`src/rtl/lr35902_oam_dma.sv`:
```
// OAM DMA controller: owns FF46 and copies XFER_LEN bytes from a source page into OAM,
// one byte every 4 clocks, after a START_DELAY lag from the falling edge of the write strobe.
module lr35902_oam_dma #(
  parameter int XFER_LEN    = 160,
  parameter int START_DELAY = 4
) (
  input  logic        clk,
  input  logic        reset,
  input  logic [7:0]  reg_din,
  input  logic        reg_write,
  output logic [7:0]  reg_dout,
  output logic [15:0] ext_adr,
  output logic        ext_read,
  input  logic [7:0]  ext_data,
  output logic [7:0]  oam_adr,
  output logic [7:0]  oam_dout,
  output logic        oam_write,
  output logic        dma_active
);

  typedef enum logic {IDLE, XFER} state_t;

  state_t      state, state_nx;
  logic        r_reg_write;
  logic        pending;
  logic [1:0]  delay;
  logic [7:0]  src_page;
  logic [7:0]  eff_src;
  logic [7:0]  page;
  logic [7:0]  idx;
  logic [1:0]  phase;
  logic [7:0]  byte_buf;
  logic        commit;
  logic        start;
  logic        last;

  assign commit  = r_reg_write && !reg_write;
  // A commit landing on the expiry clock re-arms instead of starting: the last write wins.
  assign start   = pending && (delay == 2'd0) && !commit;
  assign last    = (phase == 2'd3) && (idx == 8'(XFER_LEN - 1));
  // E0-FF alias onto C0-DF (echo RAM)
  assign eff_src = (src_page >= 8'hE0) ? src_page - 8'h20 : src_page;

  always_ff @(posedge clk) begin
    if (reset) state <= IDLE;
    else       state <= state_nx;
  end

  always_comb begin
    state_nx   = state;
    ext_read   = 1'b0;
    ext_adr    = 16'h0000;
    oam_write  = 1'b0;
    oam_adr    = 8'h00;
    oam_dout   = 8'h00;
    dma_active = (state == XFER);
    if (start)                        state_nx = XFER;
    else if (state == XFER && last)   state_nx = IDLE;
    if (state == XFER) begin
      case (phase)
        2'd0: begin
          ext_read = 1'b1;
          ext_adr  = {page, idx};
        end
        2'd2: begin
          oam_write = 1'b1;
          oam_adr   = idx;
          oam_dout  = byte_buf;
        end
        default: ;
      endcase
    end
  end

  always_ff @(posedge clk) begin
    if (reset) begin
      r_reg_write <= 1'b0;
      pending     <= 1'b0;
      delay       <= 2'd0;
      src_page    <= 8'h00;
      reg_dout    <= 8'h00;
      page        <= 8'h00;
      idx         <= 8'h00;
      phase       <= 2'd0;
      byte_buf    <= 8'h00;
    end else begin
      r_reg_write <= reg_write;
      if (commit) begin
        src_page <= reg_din;
        reg_dout <= reg_din;
        pending  <= 1'b1;
        delay    <= 2'(START_DELAY - 1);
      end else if (pending) begin
        if (delay == 2'd0) pending <= 1'b0;
        else               delay   <= delay - 2'd1;
      end
      // A start also preempts a running transfer; the old one simply stops at this clock.
      if (start) begin
        idx   <= 8'h00;
        phase <= 2'd0;
        page  <= eff_src;
      end else if (state == XFER) begin
        phase <= phase + 2'd1;
        if (phase == 2'd1) byte_buf <= ext_data;
        if (phase == 2'd3) idx <= last ? 8'h00 : idx + 8'h01;
      end
    end
  end

endmodule

```
`config.mk`:
```
export PLATFORM = sky130hd
export DESIGN_NAME = lr35902_oam_dma
export DESIGN_NICKNAME = d
export VERILOG_FILES = /design/src/rtl/lr35902_oam_dma.sv
export SDC_FILE = /design/constraint.sdc
export NUM_CORES = 1
export LEC_CHECK = 0
export CORE_ASPECT_RATIO = 0.7
export CORE_MARGIN = 1
export CORE_UTILIZATION = 35
export CTS_CLUSTER_SIZE = 30
export DETAILED_ROUTE_END_ITERATION = 10
export DONT_BUFFER_PORTS = 1
export PLACE_DENSITY = 0.46
export SLEW_MARGIN = 10
export SYNTH_ARGS = -nofsm -noshare
export SYNTH_HDL_FRONTEND = slang
export SYNTH_SLANG_ARGS = --single-unit
```
`constraint.sdc`:
```
create_clock -name clk -period 3.5 [get_ports clk]
set_input_delay 0.875 -clock clk [delete_from_list [all_inputs] [get_ports clk]]
set_output_delay 0.875 -clock clk [all_outputs]
set_load 0.005 [all_outputs]
```
==> out/metrics.cfg, run 1 <==
[timing]
tightest_slew_ns = 0.6484
hold_violations = 0
finalCritPeriodShare_pct = 67.10
period_needed_ns = 2.349
rsz0062_at_grt = no
setup_ws_ns = 1.151
setup_viol = 0
skew_ns = 0.008821
slew_violations = 0
relSlewSlack_pct = 56.68
tns_ns = 0
whs_ns = 0.4487
fmax_mhz = 425.8

[layout]
fin_nets = 243
antennaDiodeCount = 0
area_growth_pct = 5.925
fillers = 508
drive_above_1_share_pct = 5.505

[clock_network]
cts_max_path_buffers = 2
cts_tree = yes
clk-insertion-delay-late_ns = 0.29
cts_setup_buffers = 0
cts_repair_resize_count = 0
cts_hold_buf = 0
cts_sinks = 39
clk_pin_slew_ns = 0.08
cts_htree_levels = 2
ctsRootBufferMaster = clkbuf_8
cts_buffers = 5

[setup_path]
r2r-end = byte_buf[5]
cp.arrival_ns = 1.47
worstSetupPathType = reg2out
cp-start-kind = flip-flop
cp.required_ns = 2.62
r2r_slack_ns = 1.63
r2r_start = dma_active
crit_fanout = 17
ff2ff_path_depth = 5
worstSetupEndpointType = output pin

[global_routing]
grt_use_total_pct = 14.95
grt_pass1_wl_um = 6389
grt_max_degree = 35
first_global_vias = 1375
grt-ovfl-total = 0
antenna_found_initial = 0

[routing]
wl_um = 4042
dr_total_vias = 1461
ant_nets = 0
viasPerCell = 5.091
dr.pass1.iters = 4
drt_iter0_drc = 46
wire_per_inst_um = 14.08
drc = 0

[floorplan]
die_y_um = 63.31
ioPinCount = 62
die-width_um = 89.58
die-area_um2 = 5671
core-area_um2 = 4966
start_util_pct = 37.84
rows = 21

[pwr]
powerDensity_nw_per_um2 = 440.3
worst_ir_drop_vdd_mv = 0.2354
leakagePower_uw = 0.0007768

[synthesis]
synth-xor-area-share_pct = 3.728
synthMuxAreaShare_pct = 4.794
synth_top_area_share_pct = 41.54
synth_top_family_by_area = simple AND/OR/NAND/NOR gates
synthCells = 228
syn_nets = 254
syn_avg_cell_area_um2 = 8.243
ys_seq_area_share_pct = 41.54
synthSimpleGateAreaFrac_pct = 30.83
synth_area_um2 = 1879
yosysWarningCount = 0
synth_compound_area_share_pct = 7.723
ys_top_cells_by_area = dfxtp_1, and3_1, nand2_1
yosysUniqueCellTypes = 29
synth_area_leader_cell = dfxtp_1
ys_ff_latch = 39
synth_fa_ha_area_share_pct = 4.660

[worst_hold_path]
holdCritStartpoint = page[0]
hp-class = reg2reg
whs_path_depth = 2
holdPathEnd = page[0]

[placed_design]
gp_congestion = 0.7343
place_ws_ns = 1.433
dpl.hpwl_um = 2935
io_buffers = 0

[job]
maxCapViolCount = 0

[run_status]
status = completed

## worst max-delay path by stage
stage | slack, ns | to | depth (start not counted) | start
6_report | 1.15 | ext_adr[15] | 3 | phase[0]
5_1_grt | 0.99 | oam_dout[0] | 3 | phase[0]
4_1_cts | 1.11 | ext_adr[15] | 3 | phase[0]
3_5_place_dp | 1.43 | ext_adr[15] | 3 | phase[0]
3_3_place_gp | 1.48 | ext_adr[15] | 3 | phase[0]
2_1_floorplan | 1.60 | ext_adr[0] | 4 | phase[0]
## report_power, final
| group | switching, uW | internal (uW) |
|---|---|---|
| Clock | 155 | 231 |
| Combinational | 19.9 | 12.0 |
| Sequential | 7.98 | 450 |
## kinds of logic (layout without fill, tap and decap cells)
group | after synthesis | in the layout
AND/OR/NAND/NOR | 115 | 115
flip-flops | 39 | 39
buffers and inverters | 26 | 16
AO/OA/AOI/OAI | 24 | 24
multiplexers | 9 | 9
XOR/XNOR | 8 | 8
adder cells (fa/ha/maj) | 7 | 7
## sequential cells by signal (all words and copies together), names as in the netlist
register     count
byte_buf         8
r_reg_write      1
phase            2
page             8
delay            2
idx              8
dma_active       1
pending          1
src_page         8
## per-layer routing
| metal | share of wire (%) | global-route usage, % |
|---|---|---|
| met1 | 48 | 19.05 |
| met2 | 45 | 23.96 |
| met3 | 6.3 | 4.849 |
| met4 | 0.45 | 4.167 |
| met5 | 0 | 0 |
## stage by stage
step           utilization [%]  area [um2]  std cells  power (uW)
2_1_floorplan                -        1879        228       502.3
3_3_place_gp             37.72        1873        279       499.3
3_5_place_dp             37.72        1873        279       501.5
4_1_cts                  40.09        1991        287       893.8
5_1_grt                  40.09        1991        287       918.8
6_report                 40.09        1991        287       876.4
## cell usage in the layout (no fill, tap or decap)
| cell | count |
|---|---|
| dfxtp_1 | 39 |
| nand2_1 | 37 |
| and3_1 | 32 |
| a21oi_1 | 19 |
| nor2_1 | 18 |
| mux2i_1 | 9 |
| nand3_1 | 9 |
| inv_1 | 7 |
| ha_1 | 7 |
| clkbuf_8 | 6 |
| xnor2_1 | 5 |
| nor3_1 | 4 |
| and2_1 | 3 |
| nor2b_1 | 3 |
| nand4_1 | 3 |
| xor2_1 | 3 |
| a211oi_1 | 2 |
| nand2b_4 | 1 |
| a31oi_4 | 1 |
| nand2b_1 | 1 |
| or4_1 | 1 |
| and3_4 | 1 |
| o21ai_0 | 1 |
| nor4_1 | 1 |
| a211o_1 | 1 |
| or3_1 | 1 |
| bufinv_16 | 1 |
| clkinv_2 | 1 |
| buf_4 | 1 |
## cell type report
class	count	area (um2)	area share [%]
clock buffers	6	82.58	4.148
inverters	7	26.28	1.320
well taps	69	86.33	4.337
repair buffers	1	7.507	0.3771
clock inverters	2	35.03	1.760
flip-flops and latches	39	780.7	39.22
multi-input cells	163	972.2	48.84
## synthesized netlist by cell type, drive strengths merged
| cell | n |
|---|---|
| a211o | 1 |
| a211oi | 2 |
| a21oi | 19 |
| a31oi | 1 |
| and2 | 3 |
| and3 | 33 |
| buf | 8 |
| clkbuf | 11 |
| dfxtp | 39 |
| ha | 7 |
| inv | 7 |
| mux2i | 9 |
| nand2 | 37 |
| nand2b | 2 |
| nand3 | 9 |
| nand4 | 3 |
| nor2 | 18 |
| nor2b | 3 |
| nor3 | 4 |
| nor4 | 1 |
| o21ai | 1 |
| or3 | 1 |
| or4 | 1 |
| xnor2 | 5 |
| xor2 | 3 |
## worst max-delay path: stages, from the launching register on
cell     delay [ns]
dfxtp_1        0.35
inv_1          0.09
ha_1           0.47
and3_1         0.28
Power figures use the tool's default switching activity.
==> run 2: changes to the inputs <==
--- a/config.mk
+++ b/config.mk
@@ -11,7 +11,7 @@
 export CTS_CLUSTER_SIZE = 30
 export DETAILED_ROUTE_END_ITERATION = 10
 export DONT_BUFFER_PORTS = 1
-export PLACE_DENSITY = 0.46
+export PLACE_DENSITY = 0.48
 export SLEW_MARGIN = 10
 export SYNTH_ARGS = -nofsm -noshare
 export SYNTH_HDL_FRONTEND = slang
==> constraint.sdc (replaced) <==
create_clock -name clk -period 2.07 [get_ports clk]
set_input_delay 0.5175 -clock clk [delete_from_list [all_inputs] [get_ports clk]]
set_output_delay 0.5175 -clock clk [all_outputs]
set_load 0.005 [all_outputs]
==> out/metrics.cfg, run 2 (synthesis gave the netlist of run 1 again) <==
[run_status]
status = completed

[worst_hold_path]
holdCritStartpoint = reset
hp-class = in2reg
whs_path_depth = 1  ; -1

[pwr]
p_sw_uw = 317.3  ; +73%
p_int_uw = 1143  ; +65%
power_frac_comb_pct = 4.1  ; +0.5 points
powerDensity_nw_per_um2 = 727.4  ; +65%
p_total_uw = 1461  ; +67%
leakagePower_uw = 0.0007899  ; +1.7%
pwr-share-seq_pct = 53.0  ; +0.7 points
switching_share_pct = 21.72  ; +0.82 points
worst_ir_drop_vdd_mv = 0.3155  ; +34%
p_clk_share_pct = 42.9  ; -1.2 points

[global_routing]
grt_use_total_pct = 15.69  ; +0.74 points
antenna_found_initial = 0  ; unchanged
grt_max_degree = 35  ; unchanged
grt-ovfl-total = 0  ; unchanged
first_global_vias = 1367  ; -0.58%
grt_pass1_wl_um = 6824  ; +6.8%

[setup_path]
crit_path_start = phase[0]
cp.required_ns = 1.55  ; -1.07 ns
worstSetupEndpointType = output pin
ff2ff_path_depth = 5  ; unchanged
worstSetupPathType = reg2out
r2r_start = idx[1]
cp.arrival_ns = 1.49  ; +0.02 ns
crit_fanout = 17  ; unchanged
cp-start-kind = flip-flop

[clock_network]
cts_buffers = 5  ; unchanged
cts_htree_levels = 2  ; unchanged
cts_repair_resize_count = 0  ; unchanged
cts_sinks = 39  ; unchanged
cts_hold_buf = 0  ; unchanged
clk-insertion-delay-late_ns = 0.29  ; about the same
ctsRootBufferMaster = clkbuf_8
cts_max_path_buffers = 2  ; unchanged
cts_setup_buffers = 0  ; unchanged
cts_tree = yes
clk_pin_slew_ns = 0.08  ; about the same

[routing]
drt_iter0_drc = 99  ; +120%
dr.pass1.iters = 4  ; unchanged
drc = 0  ; unchanged
wl_um = 4148  ; +2.6%
ant_nets = 0  ; unchanged
route.met2.wl_um = 1818  ; -0.82%
wire_per_inst_um = 14.30  ; +1.6%
wl_met1_um = 2023  ; +4.7%
top_layer = met4
wl_met3_um = 280  ; +9.4%
viasPerCell = 5.097  ; +0.12%
dr_total_vias = 1478  ; +1.2%

[floorplan]
ioPinCount = 62  ; unchanged
die-width_um = 89.58  ; unchanged
die_y_um = 63.31  ; unchanged
core-area_um2 = 4966  ; unchanged
die-area_um2 = 5671  ; unchanged
rows = 21  ; unchanged
start_util_pct = 37.84  ; unchanged

[layout]
fin_nets = 246  ; +1.2%
fin_cells = 290  ; +1.0%
antennaDiodeCount = 0  ; unchanged
drive_above_1_share_pct = 6.787  ; +1.3 points
fin_area_um2 = 2008  ; +0.88%
area_growth_pct = 6.858
final_cell_mix = dfxtp_1, nand2_1, and3_1
layout_commonest_cell = dfxtp_1

[timing]
skew_ns = 0.008494  ; -0.0003268 ns
period_needed_ns = 2.010
tightest_slew_ns = 0.5347  ; -0.1138 ns
setup_viol = 0  ; unchanged
rsz0062_at_grt = yes
tns_ns = 0  ; unchanged
fmax_mhz = 497.5
relSlewSlack_pct = 64.35  ; +7.7 points
slew_violations = 0  ; unchanged
hold_violations = 0  ; unchanged
whs_ns = 0.2936  ; -0.1551 ns
finalCritPeriodShare_pct = 97.10

[job]
maxCapViolCount = 0  ; unchanged

[placed_design]
io_buffers = 0  ; unchanged
dpl.hpwl_um = 2945  ; +0.33%
gp_congestion = 0.7947  ; +8.2%
dpl-instance-area_um2 = 1896  ; +1.2%
dp_cells = 282  ; +1.1%

## run 2: cell count changes in the layout (fill, tap and decap cells not counted), sizes merged
cell | before | now
buf | 1 | 4
clkbuf | 6 | 5
clkinv | 1 | 2
## run 2: final timing paths
| kind | to | slack [ns] |
|---|---|---|
| setup / recovery | ext_adr[11] | 0.06 |
| hold / removal | src_page[5] | 0.29 |
| setup reg to reg | dma_active | 0.49 |
| hold reg to reg | page[7] | 0.45 |
## run 2: worst max-delay path, cell delays in order, from the launching register on
cell and delay, ns:
dfxtp_1 0.35, inv_1 0.09, ha_1 0.50, and3_1 0.27
## run 2: layout make-up
type,count,area (um2)
Clock buffer,5,68.82
Tap cell,69,86.33
Clock inverter,3,43.79
Inverter,7,26.28
Sequential cell,39,780.7
Multi-Input combinational cell,163,972.2
Timing Repair Buffer,4,30.03
Fill cell,521,2958
## run 2: per-layer routing
layer	vias to the layer above	track usage (%)
li1	748	-
met1	687	22.47
met5	-	0
met3	4	4.718
met4	0	3.571
met2	39	22.92
## run 2: power groups by stage
| stage | Clock [uW] | Sequential [uW] | Combinational, uW |
|---|---|---|---|
| 3_3_place_gp | 0 | 792 | 57.6 |
| 5_1_grt | 685 | 776 | 68.7 |
| 2_1_floorplan | 0 | 788 | 60.9 |
| 6_report | 626 | 774 | 59.8 |
| 4_1_cts | 652 | 775 | 61.1 |
| 3_5_place_dp | 0 | 792 | 60.7 |
## run 2: metrics by stage
stage / util, % / worst slack, ns
4_1_cts: 40.44 / 0.04742
3_5_place_dp: 38.17 / 0.3725
6_report: 40.44 / 0.06007
5_1_grt: 40.44 / -0.03858
3_3_place_gp: 38.17 / 0.4440
2_1_floorplan: - / 0.5238
==> run 3: changes to the inputs <==
--- a/config.mk
+++ b/config.mk
@@ -6,12 +6,12 @@
 export NUM_CORES = 1
 export LEC_CHECK = 0
 export CORE_ASPECT_RATIO = 0.7
-export CORE_MARGIN = 1
-export CORE_UTILIZATION = 35
+export CORE_MARGIN = 4
+export CORE_UTILIZATION = 55
 export CTS_CLUSTER_SIZE = 30
 export DETAILED_ROUTE_END_ITERATION = 10
 export DONT_BUFFER_PORTS = 1
-export PLACE_DENSITY = 0.48
+export PLACE_DENSITY = 0.7
 export SLEW_MARGIN = 10
 export SYNTH_ARGS = -nofsm -noshare
 export SYNTH_HDL_FRONTEND = slang
==> out/metrics.cfg, run 3 (synthesis gave the netlist of run 1 again) <==
[run_status]
status = completed

[setup_path]
crit_end = oam_dout[1]
cp.required_ns = 1.55  ; about the same
crit_fanout = 17  ; unchanged
r2r_start = idx[0]
worstSetupPathType = reg2out
r2r-end = idx[6]
crit_path_start = phase[0]
r2r_slack_ns = 0.46  ; -0.03 ns
cp-start-kind = flip-flop
worstSetupEndpointType = output pin
cp.arrival_ns = 1.42  ; -0.07 ns
ff2ff_path_depth = 5  ; unchanged

[global_routing]
first_global_vias = 1459  ; +6.7%
grt_pass1_wl_um = 6768  ; -0.82%
antenna_found_initial = 0  ; unchanged
grt_max_degree = 35  ; unchanged
grt-ovfl-total = 0  ; unchanged
grt_use_total_pct = 19.17  ; +3.5 points

[floorplan]
die_y_um = 56.91  ; -10%
ioPinCount = 62  ; unchanged
core-area_um2 = 3212  ; -35%
rows = 17  ; -19%
die-width_um = 77.87  ; -13%
die-area_um2 = 4431  ; -22%
start_util_pct = 58.51  ; +21 points

[job]
maxCapViolCount = 0  ; unchanged

[timing]
hold_violations = 0  ; unchanged
skew_ns = 0.01138  ; +0.002887 ns
tightest_slew_ns = 0.5816  ; +0.04691 ns
relSlewSlack_pct = 61.15  ; -3.2 points
finalCritPeriodShare_pct = 93.41  ; -3.7 points
fmax_mhz = 517.2  ; +4.0%
slew_violations = 0  ; unchanged
period_needed_ns = 1.933  ; -0.07643 ns
tns_ns = 0  ; unchanged
setup_viol = 0  ; unchanged
rsz0062_at_grt = no

[layout]
fin_nets = 244  ; -0.81%
fin_area_um2 = 1959  ; -2.4%
multi_input_area_um2 = 974.7  ; +0.26%
antennaDiodeCount = 0  ; unchanged
area_growth_pct = 4.261
fillers = 279  ; -46%
drive_above_1_share_pct = 6.393  ; -0.39 points
regArea_um2 = 780.7  ; unchanged
fin_cells = 266  ; -8.3%
final_cell_mix = dfxtp_1, nand2_1, and3_1
layout_commonest_cell = dfxtp_1

[placed_design]
dp_cells = 258  ; -8.5%
dpl-instance-area_um2 = 1853  ; -2.2%
gp_congestion = 0.7485  ; -5.8%
dpl.hpwl_um = 2936  ; -0.30%
io_buffers = 0  ; unchanged

[clock_network]
cts_sinks = 39  ; unchanged
ctsRootBufferMaster = clkbuf_8
cts_setup_buffers = 0  ; unchanged
cts_buffers = 5  ; unchanged
cts_tree = yes
cts_htree_levels = 2  ; unchanged
clk-insertion-delay-late_ns = 0.28  ; about the same
cts_max_path_buffers = 2  ; unchanged
clk_pin_slew_ns = 0.08  ; about the same

[routing]
wl_um = 4003  ; -3.5%
wire_per_inst_um = 15.05  ; +5.2%
dr_total_vias = 1482  ; +0.27%
ant_nets = 0  ; unchanged
dr.pass1.iters = 4  ; unchanged
drc = 0  ; unchanged
viasPerCell = 5.571  ; +9.3%
drt_iter0_drc = 108  ; +9.1%

[pwr]
leakagePower_uw = 0.0007705  ; -2.4%
worst_ir_drop_vdd_mv = 0.4351  ; +38%
powerDensity_nw_per_um2 = 707.9  ; -2.7%

[worst_hold_path]
hp-class = in2reg
whs_path_depth = 1  ; unchanged
holdCritStartpoint = reset

-- run 3: changes by cell type in the layout (fill, tap and decap cells not counted) --
cell	change
clkinv_4	-1
clkinvlp_4	+1
ha_2	+1
clkinv_2	-1
buf_4	-2
ha_1	-1
bufinv_16	-1
clkbuf_8	+2
-- run 3: metrics by stage --
| step | hold slack, ns | util (%) | total power (uW) | setup WS [ns] |
|---|---|---|---|---|
| floorplan | 0.4277 | - | 849.3 | 0.5238 |
| global placement | 0.4351 | 57.69 | 844.5 | 0.4541 |
| detailed placement | 0.4400 | 57.69 | 849.9 | 0.4000 |
| CTS | 0.2828 | 60.93 | 1406 | 0.09149 |
| global route | 0.2754 | 61.01 | 1453 | 0.01128 |
| finish | 0.2975 | 61.01 | 1387 | 0.1365 |
-- run 3: power breakdown --
part           internal, uW  switching, uW  leakage (uW)  total, uW
clock                   303            251     0.0000505        554
sequential              762           13.1      0.000315        775
combinational          22.0           35.8      0.000405       57.9
-- run 3: final cells by class --
cell class                 count  share of cell area, %
timing repair buffer           2                 0.7663
clock inverter                 1                 0.3831
inverter                       7                  1.341
multi-input combinational    163                  49.74
tap                           47                  3.001
clock buffer                   7                  4.917
sequential                    39                  39.85
-- run 3: routing by layer --
metal | up-vias | global-route usage [%] | share of wire [%]
met4 | 0 | 7.614 | 1.4
met2 | 59 | 29.76 | 46
met1 | 680 | 24.49 | 44
li1 | 737 | - | -
met5 | - | 0 | 0
met3 | 6 | 6.571 | 8.0
-- run 3: worst min-delay path by stage --
stage                             end  slack [ns]
after CTS                 src_page[3]        0.28
after global placement        page[6]        0.44
after floorplan               page[7]        0.43
final                         page[5]        0.30
after global routing          page[3]        0.28
after detailed placement      page[6]        0.44
-- run 3: repair_timing --
action / CTS / global route
hold buffers: 0 / 0
gates resized for setup: 0 / 1
endpoints found under the setup margin: 0 / 14
-- run 3: worst max-delay path, cell delays in order (launching register included) --
cell	delay [ns]
dfxtp_1	0.35
inv_1	0.09
ha_1	0.45
and3_1	0.25
==> variant 1: new RTL, flow settings as in run 1 <==
The parameter `XFER_LEN` goes from 160 to 80.
--- a/src/rtl/lr35902_oam_dma.sv
+++ b/src/rtl/lr35902_oam_dma.sv
@@ -2,5 +2,5 @@
 // one byte every 4 clocks, after a START_DELAY lag from the falling edge of the write strobe.
 module lr35902_oam_dma #(
-  parameter int XFER_LEN    = 160,
+  parameter int XFER_LEN    = 80,
   parameter int START_DELAY = 4
 ) (
Function: no difference found for any inputs over 10 cycles, from zero or initial values and one cycle with reset high; that may be too few to reach the edited logic, so the function may still have changed.
==> variant 1 against run 1 <==
Cell area fell by 0.75%. Power fell by 7.0%. Sequential cell count did not move. Area after synthesis fell by 0.40%. Count of clock-buffer cells in the layout rose by 2. Hold slack got worse by 0.0046 ns. Setup slack improved by 0.023 ns. Wire length barely moved. Maximum frequency rose by 0.97%. Final cell count fell by 0.70%. Critical path type unchanged. Largest cell class unchanged. Largest power group unchanged.
==> variant 1: results (changes against run 1) <==
The number of detailed-route iterations in the first pass came out at 6 (was 4). The tools report the end of the worst hold path as page[5]$_SDFFE_PP0P_ (was page[0]$_SDFFE_PP0P_). The tightest slew margin relative to the limit was 61.63% (was 56.68%). The logs give 1.45 ns (was 1.47 ns) for the arrival time of data at the critical path endpoint and 2967 um (was 2935 um) for the HPWL reported at the end of detailed placement. The flow ran to the end, and the final reports show no timing, DRC or antenna violations. The tools report the first-pass GRT wire length as 6348 um (was 6389 um). The end of the critical path was ext_adr[7] (was ext_adr[15]). The share of layout cells above drive strength 1 was 6.019% (was 5.505%); the synthesized area divided by synthesized cell count was 8.356 sq um (was 8.243 sq um). Worst min-delay path startpoint: page[5]$_SDFFE_PP0P_ (was page[0]$_SDFFE_PP0P_).

The all-layer global routing usage is 14.77% (was 14.95%). The logs give 277 (was 279) for the placed cell count and 250 (was 254) for the net count of the mapped netlist. Commonest cells in the synthesized netlist: sky130_fd_sc_hd__dfxtp_1 (39), sky130_fd_sc_hd__nand2_1 (38), sky130_fd_sc_hd__and3_1 (33) (was sky130_fd_sc_hd__dfxtp_1 (39), sky130_fd_sc_hd__nand2_1 (37), sky130_fd_sc_hd__and3_1 (32)). The placer congestion estimate was 0.7838 (was 0.7343). The worst hold slack across all endpoints is 0.4441 ns (was 0.4487 ns), and the final clock skew is 0.003084 ns (was 0.008821 ns). Total wirelength of the detailed-routed design: 4041 um (was 4042 um). The tools report the endpoint of the most critical register-to-register path as byte_buf[1]$_SDFFE_PP0P_ (was byte_buf[5]$_SDFFE_PP0P_). The final critical-path share of the clock period was 66.46% (was 67.10%).

The filler-free cell count of the finished design is 285 (was 287), and the DRC marker count from the first detailed-route iteration is 39 (was 46). The tools report the total of fill cells in the finished design as 515 (was 508). For the leakage power of the design, the log shows 0.7823 nW (was 0.7768 nW).

The count of unique library cells instantiated by Yosys came out at 30 (was 29). The tools report the setup slack at placement as 1.434 ns (was 1.433 ns). The net total in the final layout is 241 (was 243), and the maximum vdd drop is 206.7 uV (was 235.4 uV). Area occupied by multi-input gates: 978.4 sq um (was 972.2 sq um).

The tools report the number of global-route vias before repair as 1408 (was 1375). Dominant cells by area after synthesis: sky130_fd_sc_hd__dfxtp_1 (42%), sky130_fd_sc_hd__and3_1 (11%), sky130_fd_sc_hd__nand2_1 (7.6%) (was sky130_fd_sc_hd__dfxtp_1 (42%), sky130_fd_sc_hd__and3_1 (11%), sky130_fd_sc_hd__nand2_1 (7.4%)).
[variant 1: cell count changes in the layout (fill, tap and decap cells not counted), sizes merged, moves of 2 or more]
cell,run 1,this run
nand4,3,1
clkbuf,6,8
nor3,4,1
nor2,18,21
a211oi,2,0
[variant 1: power by group through the flow]
stage	Clock (mW)	Sequential (mW)	Combinational [mW]
final	0.323	0.458	0.0338
after global routing	0.350	0.459	0.0396
after CTS	0.333	0.458	0.0348
after detailed placement	0	0.469	0.0346
after global placement	0	0.468	0.0327
after floorplan	0	0.466	0.0356
[variant 1: critical path: cells and delay by family, from the launching register on]
family | cells | cell delay [ns]
AND/OR/NAND/NOR | 1 | 0.27
adder cells (fa/ha/maj) | 1 | 0.47
buffers and inverters | 1 | 0.09
flip-flops | 1 | 0.35
[variant 1: layout make-up]
cell class	instances	area share, %
multi-input cells	162	49.53
flip-flops and latches	39	39.52
inverters	6	1.140
clock buffers	8	5.067
repair buffers	1	0.3800
well taps	69	4.370
[variant 1: logic make-up after synthesis]
family	count (synthesis)	share of synthesized area (%)
buffers and inverters	23	6.016
and+or+nand+nor	114	31.02
adders and majority gates	7	4.679
DFF	39	41.71
xor gates and xnor gates	8	3.743
muxes	9	4.813
AOI/OAI and AO/OA	24	8.021
[variant 1: metal layers]
layer	wire [um]	GRT usage, %	vias up
met5	0	0	-
met4	18	4.167	0
met3	204	4.063	2
met2	1878	24.52	34
met1	1940	18.60	661
li1	-	-	727
==> variant 2: new RTL, flow settings as in run 1 <==
Made on the original files. Register the input `reg_write` before use. The logic sees it one clock later. The other inputs are not delayed to match.
--- a/src/rtl/lr35902_oam_dma.sv
+++ b/src/rtl/lr35902_oam_dma.sv
@@ -21,4 +21,10 @@
   typedef enum logic {IDLE, XFER} state_t;
 
+  logic reg_write_q;
+
+  always_ff @(posedge clk) begin
+    reg_write_q <= reg_write;
+  end
+
   state_t      state, state_nx;
   logic        r_reg_write;
@@ -35,5 +41,5 @@
   logic        last;
 
-  assign commit  = r_reg_write && !reg_write;
+  assign commit  = r_reg_write && !reg_write_q;
   // A commit landing on the expiry clock re-arms instead of starting: the last write wins.
   assign start   = pending && (delay == 2'd0) && !commit;
@@ -85,5 +91,5 @@
       byte_buf    <= 8'h00;
     end else begin
-      r_reg_write <= reg_write;
+      r_reg_write <= reg_write_q;
       if (commit) begin
         src_page <= reg_din;
Function: changed (a bounded check fails within 4 cycles, from zero or initial values and one cycle with reset high).
==> variant 2 against run 1 <==
Area after synthesis rose by 1.1%. Via count up 2.1%. Wire length increased by 4.0%. Largest power group unchanged. Register-to-register slack worse by 0.23 ns. Power decreased by 7.0%. Cell area about the same. Sequential cell count rose by 1. Setup slack got worse by 0.18 ns.
==> variant 2: results (changes against run 1) <==
The flow ran to the end, and the final reports show no timing, DRC or antenna violations. The all-layer global routing usage is 15.13% (was 14.95%). The setup slack on the worst flop-to-flop path is 1.40 ns (was 1.63 ns). The maximum vdd drop was 184.0 uV (was 235.4 uV). Instance area at placement: 0.001897 sq mm (was 0.001873 sq mm).

The largest fanout on the critical path is 39 (was 17), and the net count of the mapped netlist is 255 (was 254). Share of the synthesized area in compound gates (AO/OA/AOI/OAI): 7.642% (was 7.723%). The number of vias after detailed routing is 1491 (was 1461), and the DRC marker count from the first detailed-route iteration is 97 (was 46).

The tools report the placer congestion estimate as 0.7880 (was 0.7343). Number of vias per cell after detailed routing: 5.124 (was 5.091). The share of synthesized area spent on multiplexers was 4.743% (was 4.794%). The leakage power of the design was 0.7751 nW (was 0.7768 nW); the post-synthesis share of cell area spent on xor and xnor gates was 3.689% (was 3.728%). Worst min-delay path startpoint: page[7]$_SDFFE_PP0P_ (was page[0]$_SDFFE_PP0P_).

Placed cell count: 283 (was 279). Dominant cells by area after synthesis: sky130_fd_sc_hd__dfxtp_1 (42%), sky130_fd_sc_hd__and3_1 (11%), sky130_fd_sc_hd__nand2_1 (7.3%) (was sky130_fd_sc_hd__dfxtp_1 (42%), sky130_fd_sc_hd__and3_1 (11%), sky130_fd_sc_hd__nand2_1 (7.4%)). The cell count of the worst reg-to-reg path is 4 (was 5). The total wirelength of the detailed-routed design came out at 4205 um (was 4042 um).

The delay of the slowest cell on the worst path works out to 1.04 ns (was 0.47 ns). The HPWL reported at the end of detailed placement was 2898 um (was 2935 um); the final clock skew was 0.002903 ns (was 0.008821 ns). The tools report the endpoint of the most critical register-to-register path as byte_buf[3]$_SDFFE_PP0P_ (was byte_buf[5]$_SDFFE_PP0P_).

Commonest cells in the synthesized netlist: sky130_fd_sc_hd__dfxtp_1 (40), sky130_fd_sc_hd__nand2_1 (37), sky130_fd_sc_hd__and3_1 (32) (was sky130_fd_sc_hd__dfxtp_1 (39), sky130_fd_sc_hd__nand2_1 (37), sky130_fd_sc_hd__and3_1 (32)). The tools report the end of the worst hold path as page[7]$_SDFFE_PP0P_ (was page[0]$_SDFFE_PP0P_). The tightest slew margin relative to the limit came out at 28.01% (was 56.68%). The clock period minus worst slack came out at 2.528 ns (was 2.349 ns). The master of the slowest instance on the critical path was sky130_fd_sc_hd__dfxtp_1 (was sky130_fd_sc_hd__ha_1). The tools report the net total in the final layout as 244 (was 243). The setup slack at placement is 1.300 ns (was 1.433 ns), and the post-synthesis instance total is 229 (was 228). The first-pass GRT wire length came out at 6927 um (was 6389 um). Fraction of power spent switching nets: 22.41% (was 20.90%). The tools report the register area share after synthesis as 42.16% (was 41.54%).
==> variant 2: cell count changes after synthesis, sizes merged <==
| cell | delta |
|---|---|
| dfxtp | +1 |
==> variant 2: kinds of logic after synthesis <==
family / after synthesis
DFF: 40
AOI/OAI and AO/OA: 24
and+or+nand+nor: 115
buffers and inverters: 26
adders and majority gates: 7
muxes: 9
xor gates and xnor gates: 8
==> variant 2: layout make-up <==
cell class | count | area [sq um] | area share [%]
well taps | 72 | 90.09 | 4.528
repair buffers | 1 | 7.507 | 0.3774
flip-flops and latches | 40 | 800.8 | 40.25
clock inverters | 2 | 10.01 | 0.5031
multi-input cells | 163 | 972.2 | 48.87
clock buffers | 6 | 82.58 | 4.151
inverters | 7 | 26.28 | 1.321
==> variant 2: through the flow <==
step | hold slack [ns] | utilization (%)
6_report | 0.4422 | 38.04
5_1_grt | 0.4575 | 38.04
4_1_cts | 0.4466 | 38.04
3_5_place_dp | 0.4363 | 36.27
3_3_place_gp | 0.4335 | 36.27
2_1_floorplan | 0.4277 | -
==> variant 2: power by group through the flow <==
stage               clock, mW  sequential [mW]  combinational [mW]
floorplan                   0            0.479              0.0366
global placement            0            0.484              0.0300
detailed placement          0            0.484              0.0311
CTS                     0.324            0.474              0.0311
global route            0.345            0.475              0.0358
finish                  0.310            0.474              0.0310
==> variant 2: routing by layer <==
layer	vias to the layer above	GRT usage, %	wire length [um]
met5	-	0	0
met1	687	19.28	2010
met3	5	5.193	334
li1	744	-	-
met4	0	4.839	34
met2	55	24.05	1826
